## src/rtl/intersection_controller.sv

```systemverilog
// Two-approach intersection sequencer: main road rests green, side requests are
// served through yellow and all-red clearance. Define PED_WALK_EN for the walk phase.
module intersection_controller #(
  parameter int MIN_GREEN  = 8,
  parameter int SIDE_GREEN = 6,
  parameter int YELLOW     = 3,
  parameter int CLEAR      = 2,
  parameter int WALK       = 5,
  parameter int TW         = 8
) (
  input  logic       clock,
  input  logic       reset_n,
  input  logic       side_req,
  input  logic       ped_req,
  output logic [0:2] main_light,
  output logic [0:2] side_light,
  output logic       walk,
  output logic [2:0] phase
);

  typedef enum logic [2:0] {
    ST_MAIN_GREEN  = 3'd0,
    ST_MAIN_YELLOW = 3'd1,
    ST_CLEAR_A     = 3'd2,
    ST_SIDE_GREEN  = 3'd3,
    ST_SIDE_YELLOW = 3'd4,
    ST_CLEAR_B     = 3'd5,
    ST_PED_WALK    = 3'd6
  } state_t;

  localparam logic [0:2] RED = 3'b100;
  localparam logic [0:2] GRN = 3'b010;
  localparam logic [0:2] YEL = 3'b001;

  state_t        state_q, state_d;
  logic [TW-1:0] timer_q, timer_d;
  logic          side_pend_q, side_pend_d;
  logic          ped_pend_q;
  logic [0:2]    main_q, main_d;
  logic [0:2]    side_q, side_d;
  logic          walk_q, walk_d;
  logic          done;

  function automatic logic [TW-1:0] dwell(input state_t s);
    case (s)
      ST_MAIN_GREEN:  dwell = TW'(MIN_GREEN - 1);
      ST_MAIN_YELLOW: dwell = TW'(YELLOW - 1);
      ST_SIDE_GREEN:  dwell = TW'(SIDE_GREEN - 1);
      ST_SIDE_YELLOW: dwell = TW'(YELLOW - 1);
      ST_PED_WALK:    dwell = TW'(WALK - 1);
      default:        dwell = TW'(CLEAR - 1);
    endcase
  endfunction

  always_comb begin
    state_d = state_q;
    done    = (timer_q == '0);
    timer_d = done ? '0 : timer_q - 1'b1;
    case (state_q)
      ST_MAIN_GREEN:
        if (done && (side_pend_q || ped_pend_q)) state_d = ST_MAIN_YELLOW;
      ST_MAIN_YELLOW:
        if (done) state_d = ST_CLEAR_A;
      ST_CLEAR_A:
        if (done) begin
          if (side_pend_q)     state_d = ST_SIDE_GREEN;
          else if (ped_pend_q) state_d = ST_PED_WALK;
          else                 state_d = ST_MAIN_GREEN;
        end
      ST_SIDE_GREEN:
        if (done) state_d = ST_SIDE_YELLOW;
      ST_SIDE_YELLOW:
        if (done) state_d = ST_CLEAR_B;
      ST_CLEAR_B:
        if (done) state_d = ped_pend_q ? ST_PED_WALK : ST_MAIN_GREEN;
`ifdef PED_WALK_EN
      ST_PED_WALK:
        if (done) state_d = ST_MAIN_GREEN;
`endif
      default:
        state_d = ST_CLEAR_B;
    endcase
    if (state_d != state_q) timer_d = dwell(state_d);

    // entering side green wins over a request on the same edge
    side_pend_d = side_pend_q | (side_req && state_q != ST_SIDE_GREEN);
    if (state_d == ST_SIDE_GREEN && state_q != ST_SIDE_GREEN)
      side_pend_d = 1'b0;

    main_d = RED;
    side_d = RED;
    walk_d = 1'b0;
    case (state_d)
      ST_MAIN_GREEN:  main_d = GRN;
      ST_MAIN_YELLOW: main_d = YEL;
      ST_SIDE_GREEN:  side_d = GRN;
      ST_SIDE_YELLOW: side_d = YEL;
`ifdef PED_WALK_EN
      ST_PED_WALK:    walk_d = 1'b1;
`endif
      default: ;
    endcase
  end

  always_ff @(posedge clock) begin
    if (!reset_n) begin
      state_q     <= ST_CLEAR_B;
      timer_q     <= TW'(CLEAR - 1);
      side_pend_q <= 1'b0;
      main_q      <= RED;
      side_q      <= RED;
      walk_q      <= 1'b0;
    end else begin
      state_q     <= state_d;
      timer_q     <= timer_d;
      side_pend_q <= side_pend_d;
      main_q      <= main_d;
      side_q      <= side_d;
      walk_q      <= walk_d;
    end
  end

`ifdef PED_WALK_EN
  logic ped_pend_d;

  always_comb begin
    ped_pend_d = ped_pend_q | (ped_req && state_q != ST_PED_WALK);
    if (state_d == ST_PED_WALK && state_q != ST_PED_WALK)
      ped_pend_d = 1'b0;
  end

  always_ff @(posedge clock) begin
    if (!reset_n) ped_pend_q <= 1'b0;
    else          ped_pend_q <= ped_pend_d;
  end
`else
  logic unused_ped;
  assign unused_ped = ped_req;
  assign ped_pend_q = 1'b0;
`endif

  assign main_light = main_q;
  assign side_light = side_q;
  assign walk       = walk_q;
  assign phase      = state_q;

endmodule

```

## config.mk

```make
export PLATFORM = sky130hd
export DESIGN_NAME = intersection_controller
export DESIGN_NICKNAME = d
export VERILOG_FILES = /design/src/rtl/intersection_controller.sv
export SDC_FILE = /design/constraint.sdc
export NUM_CORES = 1
export LEC_CHECK = 0
export ABC_AREA = 1
export ABC_CLOCK_PERIOD_IN_PS = 4800
export CORE_MARGIN = 2
export CORE_UTILIZATION = 30
export DETAILED_ROUTE_END_ITERATION = 16
export GPL_ROUTABILITY_DRIVEN = 0
export PLACE_DENSITY = 0.45
export SKIP_CTS_REPAIR_TIMING = 1
export SLEW_MARGIN = 20
export SYNTH_ARGS = -nofsm -noshare
export SYNTH_HDL_FRONTEND = slang
export SYNTH_SLANG_ARGS = --single-unit
```

## constraint.sdc

```tcl
create_clock -name clock -period 4.8 [get_ports clock]
set_input_delay 1.44 -clock clock [delete_from_list [all_inputs] [get_ports clock]]
set_output_delay 1.44 -clock clock [all_outputs]
set_load 0.01 [all_outputs]
```

==> out/qor.csv <==
stage;metric;value;unit
flow_run;Max Cap Viol;0;
die;die width;63.1;µm
min_path;hold path endpoint;side_pend_q$_SDFF_PP0_;
pwr;power per cell area;777;nW/µm²
min_path;WHS Path Cells;2;
sta;clock period minus worst slack;2.88;ns
worst_setup_path;Setup crit start kind;flip-flop;
global_routing;initial antenna violation count;0;
worst_setup_path;crit-path cells;clkdlybuf4s50_1;
worst_setup_path;worst-path maximum fanout;10;
global_routing;vias in the first global route;921;
routing;Vias per Instance;4.46;
clock_network;Worst-Skew Late Latency;0.29;ns
worst_setup_path;CP max-delay cell;clkdlybuf4s50_1;
worst_setup_path;Worst R2R Start;timer_q[0]$_SDFF_PN1_;
cells_and_area;register area;360;µm²
synth;synthesized area;1050;µm²
cells_and_area;layout cells sized above 1;16.6;%
placed_design;Detailed Place HPWL;1740;µm
sta;final setup vio count;0;
worst_setup_path;crit path kind;reg -> out;
routing;via count;906;
die;Core Area;3340;µm²
routing;wire per inst;10.8;µm
cells_and_area;commonest non-fill, non-tap cell in the layout;nand2_1;
routing;total wire length;2190;µm
clock_network;clk buf depth;2;
cells_and_area;Multi-input gate area;601;µm²
sta;RSZ-0062 raised after global routing;false;
clock_network;Num Clock Sinks;18;
worst_setup_path;slowest cell delay on critical path;0.60;ns
pwr;total power;0.962;mW
min_path;Hold Path Class;reg -> reg;
synth;post-synthesis sequential area ratio;34.4;%
placed_design;IO buf count;11;
global_routing;global-route wire length before repair;4020;µm
synth;Compound-Gate Fraction of Synth Area;5.85;%
synth;Synth cell types;26;
worst_setup_path;WP buf/inv;1;
die;Rows;21;
clock_network;CTS clk-pin slew, worst paths;0.10;ns
sta;fin. max-slew vios;0;
placed_design;Inst Count DP;199;
cells_and_area;most frequent cells in the layout;nand2_1 (32), nor2_1 (25), dfxtp_1 (18);
worst_setup_path;worst r2r path cells;12;
synth;simple-gate share of the synthesized area;44.5;%
worst_setup_path;critical path data required time;3.36;ns
clock_network;CTS tree;built;
worst_setup_path;reg2reg end;timer_q[2]$_SDFF_PN0_;
pwr;Max IR drop VDD;263;µV
status;status;completed;
clock_network;Root Buffer;clkbuf_4;
pwr;Leakage;0.570;nW
sta;Final Skew;0.00383;ns
cells_and_area;fin cells;203;
synth;post-synthesis adder-cell area fraction;2.39;%
global_routing;GRT Resource Usage Total;12.4;%
global_routing;largest net degree at the start of global routing;11;
routing;DRT iter0 DRCs;25;
worst_setup_path;reg-to-reg setup timing slack;3.04;ns
synth;main combinational cell family by area after synthesis;simple AND/OR/NAND/NOR gates;
routing;residual DRC count;0;
routing;Final ANT Viol Nets;0;
min_path;worst hold start;side_pend_q$_SDFF_PP0_;
synth;Yosys warning count;0;
synth;Synth Net Count;150;
clock_network;H-tree depth;1;
die;die area;3980;µm²
sta;Highest Clock Rate;348;MHz
cells_and_area;Area growth syn-to-layout;18.0;%
synth;XOR/XNOR share of the synthesized area;4.18;%
synth;Syn Inst Count;144;
cells_and_area;Layout Utilization;37.1;%
synth;synthesis-stage register bit count;18;
synth;mux cell area share after synthesis;0;%
die;starting density of the core;31.4;%
synth;average size of a mapped cell;7.28;µm²
worst_setup_path;WP data arrival;1.44;ns
die;Die H;63.1;µm
cells_and_area;Filler cells;375;
worst_setup_path;CP Capture Type;primary output;
cells_and_area;# nets final;164;
cells_and_area;Diodes inserted;0;
sta;TNS Setup;0;ns
routing;first drt pass iteration count;4;
clock_network;TritonCTS buffer count;3;
sta;final hold vios;0;
sta;Worst Slack Setup Final;1.92;ns
die;Ports;14;
placed_design;pre-CTS setup slack;1.94;ns
worst_setup_path;crit-path leading delay family;buffers and inverters;
sta;Final period util;59.9;%
global_routing;global route total overflow;0;
## worst max-delay path by stage
stage | start | to | slack [ns] | cells after the start
floorplan | reset_n | timer_q[3]$_SDFF_PP0_ | 2.75 | 4
global placement | reset_n | timer_q[3]$_SDFF_PP0_ | 1.98 | 5
detailed placement | reset_n | timer_q[3]$_SDFF_PP0_ | 1.94 | 5
CTS | phase[0]$_SDFF_PN1_ | phase[0] | 1.91 | 1
global route | phase[0]$_SDFF_PN1_ | phase[0] | 1.85 | 1
finish | phase[0]$_SDFF_PN1_ | phase[0] | 1.92 | 1
## report_power, final
group          internal, mW  switching [mW]  total [mW]
logic                 0.230           0.401       0.631
clock network        0.0462          0.0469      0.0931
registers             0.200          0.0381       0.238
## Yosys cell counts
master,instances,area share (%)
nand2_2,3,1.8
a21oi_1,5,2.4
clkinv_4,1,0.84
o21ai_2,1,0.84
nand4_4,1,2.0
nor2_2,2,1.2
a21oi_2,1,0.84
buf_4,2,1.4
nor2_4,2,2.1
inv_2,2,0.72
o21ai_0,1,0.48
xnor2_1,1,0.84
nand2_1,32,11
nand2_4,4,4.3
nor2_8,1,1.9
nor2_1,25,8.9
ha_1,2,2.4
nand3_1,12,5.7
nand3_2,4,3.8
o21bai_1,1,0.72
conb_1,1,0.36
a31oi_1,1,0.60
inv_1,15,5.4
xor2_1,4,3.3
dfxtp_1,18,34
nand4_1,2,1.2
## layout make-up
class / instances / share of cell area [%]
clock buffers: 4 / 2.93
well taps: 46 / 4.65
repair buffers: 11 / 8.90
multi-input cells: 106 / 48.5
flip-flops and latches: 18 / 29.1
inverters: 18 / 5.86
## cells by family after synthesis
logic type	after synthesis
AO/OA/AOI/OAI	10
adder cells (fa/ha/maj)	2
XOR/XNOR	5
flip-flops	18
AND/OR/NAND/NOR	88
buffers and inverters	20
other	1
## layer usage
| metal | vias up | wire [µm] | global-route usage [%] |
|---|---|---|---|
| met3 | 2 | 118 | 4.11 |
| li1 | 473 | - | - |
| met5 | - | 0 | 0 |
| met1 | 414 | 1020 | 15.1 |
| met2 | 17 | 1040 | 21.0 |
| met4 | 0 | 20 | 3.33 |
## through the flow
stage | hold WS, ns | cell area, µm²
2_1_floorplan | 0.452 | 1050
3_3_place_gp | 0.466 | 1200
3_5_place_dp | 0.478 | 1200
4_1_cts | 0.506 | 1240
5_1_grt | 0.535 | 1240
6_report | 0.502 | 1240
## registers in the layout, indices dropped and copies added, names as in the netlist
name and cells:
side_light 3, phase 3, timer_q 8, main_light 3, side_pend_q 1
## tightest hold or removal path, delay by kind of cell (launching register included)
family	cells	cell delay (ns)
simple gates	1	0.08
compound gates	1	0.04
flops	1	0.35
No activity file was read; power rests on OpenSTA's default activity.
